===== src/rtl/fp_mac_acc.sv =====
`default_nettype none
// ============================================================================
// fp_mac_acc : frame accumulator for S(20,17) products, exact + rounded/sat out
// Revision   : 1.0
// ============================================================================
module fp_mac_acc #(
   parameter int NB_PROD  = 20,
   parameter int NBF_PROD = 17,
   parameter int NB_GUARD = 4,
   parameter int N_ACC    = 16,
   parameter int NB_OUT   = 12,
   parameter int NBF_OUT  = 11,
   localparam int NB_ACC  = NB_PROD + NB_GUARD,
   localparam int NB_CNT  = (N_ACC > 1) ? $clog2(N_ACC) : 1
) (
   input  logic                clk,
   input  logic                i_rst_n,
   input  logic                i_valid,
   output logic                o_ready,
   input  logic [NB_PROD-1:0]  i_prod,
   input  logic                i_clear,
   output logic                o_valid,
   input  logic                i_ready,
   output logic [NB_ACC-1:0]   o_acc_full,
   output logic [NB_OUT-1:0]   o_acc_round_sat,
   output logic                o_sat,
   output logic [NB_CNT-1:0]   o_count
);

   localparam int NBF_ACC = NBF_PROD;
   localparam int c_SHIFT = NBF_ACC - NBF_OUT;
   localparam logic signed [NB_ACC:0] c_HALF =
      (c_SHIFT > 0) ? (NB_ACC+1)'(2**(c_SHIFT-1)) : '0;
   localparam logic signed [NB_ACC:0] c_MAX = (NB_ACC+1)'(2**(NB_OUT-1) - 1);
   localparam logic signed [NB_ACC:0] c_MIN = (NB_ACC+1)'(-(2**(NB_OUT-1)));
   localparam logic [NB_CNT-1:0]      c_LAST = NB_CNT'(N_ACC - 1);

   typedef enum logic [0:0] {
      ST_ACC  = 1'b0,
      ST_HOLD = 1'b1
   } state_t;

   state_t                    r_state;
   logic signed [NB_ACC-1:0]  r_acc;
   logic [NB_CNT-1:0]         r_cnt;
   logic                      r_ready;
   logic                      r_valid;
   logic [NB_ACC-1:0]         r_full;
   logic [NB_OUT-1:0]         r_rs;
   logic                      r_sat;

   logic signed [NB_ACC-1:0]  w_sum;
   logic signed [NB_ACC:0]    w_rnd;
   logic signed [NB_ACC:0]    w_shr;
   logic signed [NB_ACC:0]    w_clip;
   logic                      w_sat;

   // Guard bits make this sum exact; rounding runs one bit wider to absorb the half-LSB add.
   always_comb begin
      w_sum  = r_acc + NB_ACC'($signed(i_prod));
      w_rnd  = {w_sum[NB_ACC-1], w_sum} + c_HALF;
      w_shr  = w_rnd >>> c_SHIFT;
      w_clip = w_shr;
      w_sat  = 1'b0;
      if (w_shr > c_MAX) begin
         w_clip = c_MAX;
         w_sat  = 1'b1;
      end else if (w_shr < c_MIN) begin
         w_clip = c_MIN;
         w_sat  = 1'b1;
      end
   end

   always_ff @(posedge clk or negedge i_rst_n) begin
      if (!i_rst_n) begin
         r_state <= ST_ACC;
         r_acc   <= '0;
         r_cnt   <= '0;
         r_ready <= 1'b0;
         r_valid <= 1'b0;
         r_full  <= '0;
         r_rs    <= '0;
         r_sat   <= 1'b0;
      end else begin
         case (r_state)
            ST_ACC: begin
               r_ready <= 1'b1;
               if (i_clear) begin
                  r_acc <= '0;
                  r_cnt <= '0;
               end else if (i_valid && r_ready) begin
                  if (r_cnt == c_LAST) begin
                     r_full  <= w_sum;
                     r_rs    <= w_clip[NB_OUT-1:0];
                     r_sat   <= w_sat;
                     r_valid <= 1'b1;
                     r_ready <= 1'b0;
                     r_acc   <= '0;
                     r_cnt   <= '0;
                     r_state <= ST_HOLD;
                  end else begin
                     r_acc <= w_sum;
                     r_cnt <= r_cnt + 1'b1;
                  end
               end
            end
            ST_HOLD: begin
               if (i_ready) begin
                  r_valid <= 1'b0;
                  r_ready <= 1'b1;
                  r_state <= ST_ACC;
               end
            end
            default: begin
               r_state <= ST_ACC;
               r_ready <= 1'b0;
               r_valid <= 1'b0;
            end
         endcase
      end
   end

   assign o_ready         = r_ready;
   assign o_valid         = r_valid;
   assign o_acc_full      = r_full;
   assign o_acc_round_sat = r_rs;
   assign o_sat           = r_sat;
   assign o_count         = r_cnt;

endmodule
`default_nettype wire


===== config.mk =====
export PLATFORM = sky130hd
export DESIGN_NAME = fp_mac_acc
export DESIGN_NICKNAME = d
export VERILOG_FILES = /design/src/rtl/fp_mac_acc.sv
export SDC_FILE = /design/constraint.sdc
export NUM_CORES = 1
export LEC_CHECK = 0
export CORE_ASPECT_RATIO = 1.5
export CORE_MARGIN = 2
export CORE_UTILIZATION = 60
export CTS_BUF_LIST = sky130_fd_sc_hd__clkbuf_16
export DETAILED_ROUTE_END_ITERATION = 6
export GPL_TIMING_DRIVEN = 0
export HOLD_SLACK_MARGIN = 0.15
export PLACE_DENSITY = 0.95
export SLEW_MARGIN = 20
export SYNTH_ARGS = -nofsm -noshare
export SYNTH_HDL_FRONTEND = slang
export SYNTH_SLANG_ARGS = --single-unit

===== constraint.sdc =====
create_clock -name clk -period 12.17 [get_ports clk]
set_input_delay 2.434 -clock clk [delete_from_list [all_inputs] [get_ports clk]]
set_output_delay 2.434 -clock clk [all_outputs]
set_load 0.01 [all_outputs]

# After elaboration in Yosys (flattened, before gate mapping)
# Cells that the tools add are included.
[word_totals]
regBits = 68
input_bits = 25
out_inout_bits = 43
word_cells = 50
[op_classes]
n_addsub = 3
order_cmp = 2
n_eq_ne = 5
n_mux = 25
n_bitwise = 2
reduce_logical = 5
[ops]
columns = ["operator", "count"]
rows = [
  ["24-bit 2-to-1 mux", 3],
  ["24-bit by 7-bit adder with 25-bit output, second input constant", 1],
  ["24-bit by 20-bit adder with 24-bit output", 1],
  ["12-bit 2-to-1 mux", 2],
  ["19-bit by 12-bit > comparator with 1-bit output, second input constant", 1],
  ["19-bit by 12-bit less-than comparator with 1-bit output, second input constant", 1],
  ["1-bit 2-to-1 mux", 14],
  ["4-bit 2-to-1 mux", 3],
  ["2-bit != test, second input constant", 4],
  ["4-bit AND reduction", 2],
  ["1-bit case mux with 2 select lines", 3],
  ["4-bit by 1-bit adder with 4-bit output, second input constant", 1],
  ["4-bit equality test, second input constant", 1],
  ["1-bit NOT", 2],
  ["2-bit AND reduction", 1],
  ["2-bit nonzero test", 1],
  ["1-bit logical AND", 1],
]

# Depth between registers and ports, before layout
# Gate-level depths: netlist (run 1).
[logic_depth]
ltp_word = 5
ltp_mapped = 15
ltp_nobuf = 14

# Least setup slack after synthesis (run 1)
# Ideal clock, no wire load.
[synth_path]
kind = "input port to flip-flop"
from = "input port i_prod[0]"
to = "register r_rs[4], in the netlist o_acc_round_sat[4]"
setup_ps = 156
t_arrival_ps = 5795
required_ps = 12014
slack_ps = 6219
cell_stages = 15
n_path_buf = 1
cell_sequence = "ha_1 fa_1 a211oi_2 o21ai_2 xor2_1 ha_1 inv_1 nor3_1 nand2_1 or3_4 nor4_2 nor2_1 o41ai_2 buf_4 a311oi_2"
[synth_between]
elab_chain_len = 5
word_cells_on_any_way = 6
classes_between = "add/sub: 2; order compare: 2; mux: 2"
[synth_lines]
columns = ["element", "line", "rtl"]
rows = [
  ["from (decl)", "20", "input logic [NB_PROD-1:0] i_prod,"],
  ["24-bit by 20-bit adder with 24-bit output (*)", "60", "w_sum = r_acc + NB_ACC'($signed(i_prod));"],
  ["named net w_sum[6]", "52", "logic signed [NB_ACC-1:0] w_sum;"],
  ["24-bit by 7-bit adder with 25-bit output (*)", "61", "w_rnd = {w_sum[NB_ACC-1], w_sum} + c_HALF;"],
  ["19-bit by 12-bit less-than comparator with 1-bit output", "68", "end else if (w_shr < c_MIN) begin"],
  ["12-bit 2-to-1 mux", "68", ""],
  ["12-bit 2-to-1 mux (*)", "65", "if (w_shr > c_MAX) begin"],
  ["to (signal assigned)", "94", "r_rs <= w_clip[NB_OUT-1:0];"],
  ["to (decl)", "49", "logic [NB_OUT-1:0] r_rs;"],
]
# Mark *: on every way through the listed nets, which the timed path passes. The rest lies on a longest branch.
# A chain may end at the register's enable or synchronous reset.

# Worst setup path after layout (run 1)
[layout_path]
from = "input port i_prod[0]"
to = "register r_rs[8], in the netlist o_acc_round_sat[8]"
# Same word-level chain as after synthesis.

==> reports/results.txt, run 1 <==
status: complete, no violations
drt pass-1 iters: 5
H-tree lvl count: 3
Resize count post-CTS: 0
RSZ-0062 raised after global routing: no
largest net degree at the start of global routing: 62
critical-path cell list: clkdlybuf4s50_1, ha_1, fa_1, a211oi_2, o21ai_2, xor2_1, ha_1, inv_1, nor3_1, nand2_1, or3_4, nor4_2, nor2_1, o41ai_2, buf_4, a311oi_2
layout cell share with drive strength beyond 1: 10.2%
Synth cell types: 66
max-slew violation count: 0
Die Wd: 76.2 um
Min-Delay Endpoint: o_valid
Filler cells: 514
grt total ovfl: 0
largest family of logic cells by synthesized area: compound AO/OA/AOI/OAI gates
clock buffer depth: 2
Tightest Pin Transition: 0.654 ns
core area: 7610 sq um
CP peak stage delay: 0.54 ns
Hold Buf Count CTS: 0
routed via count: 4715
Initial Utilization: 61.6%
adder-cell share of the synthesized area: 7.10%
critical path data required time: 12.35 ns
Die Y: 112 um
share of the synthesized area in the top cell type: 36.3%
# rows: 39
Pwr Density: 149 nW/um^2
CP Class: in -> reg
vias in the first global route: 4722
Setup crit start kind: input port
CP most frequent cell: ha_1
Post-Synth Simple-Gate Area: 19.7%
diode count: 0
Max Clk Rate: 138 MHz
hpwl dp: 10500 um
Setup crit end kind: flip-flop
clock power share: 33.2%
worst path buffer plus inverter count: 3
MaxCap Viol Count: 0
Synth top cells by count: nand2_1 (95), dfrtp_1 (68), nor2_1 (44), o21ai_0 (39), a21oi_1 (35)
clk sink count: 68
DP Worst Slack: 5.04 ns
sw power: 335 uW
Critical-path top delay cell: xor2_1
most numerous cell in the Yosys netlist: nand2_1
post-synthesis net count: 582
setup bufs post-CTS: 0
final setup fails: 0
Worst Hold Path Cells: 2
Hold Crit Start: o_valid
Worst-Skew Late Latency: 0.34 ns
sequential share of power: 28.6%
Worst R2R Path Depth: 15
CP delay by family, top: simple AND/OR/NAND/NOR gates
cell taking the most area after synthesis: dfrtp_1
sequential fraction of the synthesis area: 36.3%
R2R Path End: o_acc_round_sat[8]
clock slew at reported path FFs: 0.06 ns
DP Area: 5510 sq um
Antenna Violating Nets Remaining: 0
Yosys reg bits: 68
setup TNS: 0 ns
main flop type after synthesis: dfrtp_1
slew margin rel.: 56.4%
synth top area cells: dfrtp_1 (36%), nand2_1 (7.6%), ha_1 (6.7%)
P_int: 533 uW
fraction of registers with async set/reset: 100%
Worst EP arrival: 7.44 ns
combinational share of power: 38.1%
final hold violation count: 0
Layout Nets: 661
CTS root buf: clkbuf_16
P_leak: 0.00257 uW
Tot Pwr: 868 uW
Post-Synth XOR/XNOR Area: 6.08%
DR DRC count: 0
Avg Inst Size Synth: 8.83 sq um
Setup Skew: 0.00840 ns
final period utilization: 59.7%
worst reg2reg path startpoint: r_acc[0]
Peak VDD IR: 0.126 mV
overall routed net length: 14600 um
HP Class: reg -> reg
final worst-path setup slack: 4.90 ns
multiplexer share of the synthesized area: 0.213%
final core utilization: 76.7%
IO buf count: 67
Synth Instances: 531
Via density: 6.58
GRT Total Usage: 35.4%
DRT iter0 DRCs: 386
post-route cell area: 5840 sq um
number of CTS-inserted buffers: 9
WL/cell: 20.4 um
initial antenna violation count: 0
first-pass GRT wire length: 23800 um
# IOs: 68
sw frac: 38.6%
reg2reg setup slack: 7.07 ns
Post-synth EDFFs: 0
total number of yosys warnings: 0
TritonCTS clock tree: built
Mapped Area: 4690 sq um
Placer Congestion: 0.928
Synth Area in Compound Gates: 27.3%
Max FO, Critical Path: 10
Tmin final: 7.27 ns
Area Overhead vs Synth: 24.5%
Die ar.: 8550 sq um
-- power groups by stage --
stage / Combinational [uW] / Sequential [uW] / Clock, uW
floorplan: 231 / 248 / 0
global placement: 303 / 251 / 0
detailed placement: 314 / 252 / 0
CTS: 322 / 248 / 288
global route: 355 / 249 / 297
finish: 331 / 249 / 288
-- worst min-delay path, cell delays in order (launching register included) --
cell and delay, ns:
dfrtp_1 0.34, nand2_1 0.05, nand2_1 0.05
-- registers in the layout, indices dropped and copies added, names as in the netlist --
register and flops:
r_state 1, r_acc 24, o_count 4, o_sat 1
o_acc_round_sat 12, o_ready 1, o_acc_full 24, o_valid 1
-- worst max-delay path by stage --
| stage | startpoint | to | slack (ns) | cells after the start |
|---|---|---|---|---|
| 3_3_place_gp | i_prod[0] | o_acc_round_sat[5] | 5.20 | 16 |
| 3_5_place_dp | i_prod[0] | o_acc_round_sat[4] | 5.04 | 16 |
| 2_1_floorplan | i_prod[0] | o_acc_round_sat[4] | 6.22 | 15 |
| 4_1_cts | i_prod[0] | o_acc_round_sat[8] | 5.09 | 16 |
| 6_report | i_prod[0] | o_acc_round_sat[8] | 4.90 | 16 |
| 5_1_grt | i_prod[0] | o_acc_round_sat[8] | 4.82 | 16 |
-- cell families after synthesis --
| family | Yosys count |
|---|---|
| mux | 1 |
| buf+inv | 36 |
| xor+xnor | 30 |
| simple gates | 196 |
| fa+ha+maj | 26 |
| compound gates | 174 |
| flops | 68 |
-- per-layer routing --
metal / track usage [%] / share of wire (%) / up-vias
met5: 0 / 0 / -
met3: 5.71 / 6.2 / 83
met1: 40.1 / 37 / 2253
met2: 60.9 / 50 / 267
met4: 25.0 / 7.1 / 0
li1: - / - / 2112
-- final cells by class --
class                      count  area [sq um]  area share [%]
multi-input combinational    427          2840            48.6
sequential                    68          1700            29.2
timing repair buffer          68           696            11.9
clock buffer                   9           225            3.86
tap                          102           128            2.19
buffer                        27           119            2.04
clock inverter                 7          98.8            1.69
inverter                       9          33.8           0.579
-- stage by stage --
step	hold slack (ns)	cells
after floorplan	0.454	531
final	0.475	717
after global routing	0.502	717
after CTS	0.479	717
after global placement	0.463	700
after detailed placement	0.468	701
-- placed cells by master (no fill, tap or decap), drive strengths merged, types with 15 or more instances in the layout --
cell,synthesis,routed
xnor2,18,18
nor2,44,44
a21oi,35,35
o21ai,45,45
clkbuf,17,26
nand2,96,96
a22o,15,15
dfrtp,68,68
clkdlybuf4s50,0,66
ha,25,25
Power figures use the tool's default switching activity.
==> run 2: changes to the inputs <==
--- a/config.mk
+++ b/config.mk
@@ -7,12 +7,12 @@
 export LEC_CHECK = 0
 export CORE_ASPECT_RATIO = 1.5
 export CORE_MARGIN = 2
-export CORE_UTILIZATION = 60
+export CORE_UTILIZATION = 55
 export CTS_BUF_LIST = sky130_fd_sc_hd__clkbuf_16
 export DETAILED_ROUTE_END_ITERATION = 6
 export GPL_TIMING_DRIVEN = 0
 export HOLD_SLACK_MARGIN = 0.15
-export PLACE_DENSITY = 0.95
+export PLACE_DENSITY = 0.89
 export SLEW_MARGIN = 20
 export SYNTH_ARGS = -nofsm -noshare
 export SYNTH_HDL_FRONTEND = slang
==> constraint.sdc (replaced) <==
create_clock -name clk -period 7.1 [get_ports clk]
set_input_delay 1.42 -clock clk [delete_from_list [all_inputs] [get_ports clk]]
set_output_delay 1.42 -clock clk [all_outputs]
set_load 0.01 [all_outputs]
==> run 2 against run 1 <==
Against the previous run:
- sequential cell count unchanged
- worst hold slack worse by 0.0027 ns
- clock skew down 0.0030 ns
- clock-buffer cell count unchanged
- design area grew 0.11%
==> reports/results.txt, run 2 (synthesis gave the netlist of run 1 again) <==
status: complete, no violations
CTS root buf: clkbuf_16
P_leak: 0.00257 uW (unchanged)
initial antenna violation count: 0 (unchanged)
overall routed net length: 13700 um (-6.4%)
# IOs: 68 (unchanged)
setup bufs post-CTS: 0 (unchanged)
DP Area: 5520 sq um (+0.11%)
Hold Buf Count CTS: 0 (unchanged)
CP Class: in -> reg
first-pass GRT wire length: 22300 um (-6.4%)
H-tree lvl count: 3 (unchanged)
MaxCap Viol Count: 0 (unchanged)
DRT iter0 DRCs: 361 (-6.5%)
clock buffer depth: 2 (unchanged)
routed via count: 4626 (-1.9%)
clock slew at reported path FFs: 0.06 ns (about the same)
Placer Congestion: 0.978 (+5.3%)
Antenna Violating Nets Remaining: 0 (unchanged)
largest net degree at the start of global routing: 61 (-1.6%)
Tot Pwr: 1480 uW (+70%)
Max FO, Critical Path: 10 (unchanged)
diode count: 0 (unchanged)
Initial Utilization: 56.1% (-5.5 points)
final setup fails: 0 (unchanged)
Die ar.: 9300 sq um (+8.7%)
final core utilization: 69.9% (-6.8 points)
HP Class: reg -> reg
TritonCTS clock tree: built
Max Clk Rate: 167 MHz
WL/cell: 19.0 um (-7.0%)
Area Overhead vs Synth: 24.6%
clk sink count: 68 (unchanged)
Tightest Pin Transition: 0.672 ns (+0.0187 ns)
GRT Total Usage: 31.1% (-4.4 points)
post-route cell area: 5840 sq um (+0.11%)
# rows: 41 (+5.1%)
Die Wd: 79.4 um (+4.2%)
Tmin final: 5.99 ns
most common cell after layout, fill and taps aside: nand2_1
final hold violation count: 0 (unchanged)
CP most frequent cell: ha_1
RSZ-0062 raised after global routing: no
vias in the first global route: 4616 (-2.2%)
most frequent cells in the layout: nand2_1 (95), dfrtp_1 (68), clkdlybuf4s50_1 (66)
final period utilization: 84.3%
Resize count post-CTS: 0 (unchanged)
Peak VDD IR: 0.177 mV (+40%)
IO buf count: 67 (unchanged)
max-slew violation count: 0 (unchanged)
DR DRC count: 0 (unchanged)
Worst-Skew Late Latency: 0.34 ns (about the same)
drt pass-1 iters: 5 (unchanged)
non-filler instance count after layout: 722 (+0.70%)
Setup Skew: 0.00541 ns (-0.00299 ns)
critical path data required time: 7.28 ns (-5.07 ns)
Setup crit end kind: flip-flop
Layout Nets: 661 (unchanged)
Placed Cells: 706 (+0.71%)
Via density: 6.41 (-2.6%)
Setup crit start kind: input port
core area: 8360 sq um (+9.8%)
Die Y: 117 um (+4.3%)
grt total ovfl: 0 (unchanged)
Worst EP arrival: 6.16 ns (-1.28 ns)
slew margin rel.: 55.2% (-1.2 points)
Pwr Density: 253 nW/um^2 (+70%)
Critical-path top delay cell: xor2_1
CP peak stage delay: 0.51 ns (-0.03 ns)
hpwl dp: 10000 um (-4.4%)
number of CTS-inserted buffers: 9 (unchanged)
layout cell share with drive strength beyond 1: 10.2% (unchanged)
setup TNS: 0 ns (unchanged)
critical-path cell list: clkdlybuf4s50_1, ha_1, fa_1, a211oi_2, o21ai_2, xor2_1, ha_1, inv_1, nor3_1, nand2_1, or3_4, nor4_2, nor2_1, o41ai_2, buf_4, a311oi_2
==> run 2: layer usage <==
| layer | part of all wire [%] | GRT usage [%] |
|---|---|---|
| met3 | 5.7 | 6.37 |
| met1 | 38 | 35.7 |
| met5 | 0 | 0 |
| met2 | 50 | 53.4 |
| met4 | 6.0 | 18.3 |
==> run 2: path summary, 6_finish.rpt <==
path | from | to | slack (ns) | depth (start not counted)
worst max-delay path | i_prod[0] | o_acc_round_sat[8] | 1.11 | 16
worst min-delay path | o_acc_round_sat[11] | o_acc_round_sat[11] | 0.47 | 2
worst max register to register | r_acc[0] | o_acc_round_sat[8] | 2.24 | 15
worst min register to register | o_acc_round_sat[11] | o_acc_round_sat[11] | 0.47 | 2
max in group asynchronous | i_rst_n | r_acc[19] | 5.65 | 2
min in group asynchronous | i_rst_n | r_acc[6] | 0.91 | 1
==> run 2: area by class of cell <==
type,count,area (sq um)
flip-flops and latches,68,1700
inverters,9,33.8
fillers,629,2520
repair buffers,68,696
clock buffers,9,225
multi-input cells,427,2840
plain buffers,27,119
well taps,107,134
clock inverters,7,98.8
==> run 2: stage by stage <==
step | setup slack [ns] | hold slack, ns
detailed placement | 0.974 | 0.462
CTS | 1.19 | 0.476
floorplan | 2.16 | 0.454
global placement | 1.11 | 0.463
finish | 1.11 | 0.472
global route | 0.922 | 0.492
==> run 2: critical path: cells and delay by family <==
kind / cells / cell delay, ns
buffers and inverters: 3 / 0.78
adder cells (fa/ha/maj): 3 / 0.98
XOR/XNOR: 1 / 0.51
AND/OR/NAND/NOR: 5 / 1.35
AO/OA/AOI/OAI: 4 / 1.12
==> run 2: power by group <==
part	internal, uW	leakage (uW)	switching, uW	total (uW)
sequential	409	0.000928	17.5	426
clock	309	0.000156	185	494
combinational	195	0.00149	361	556
total	913	0.00257	563	1480
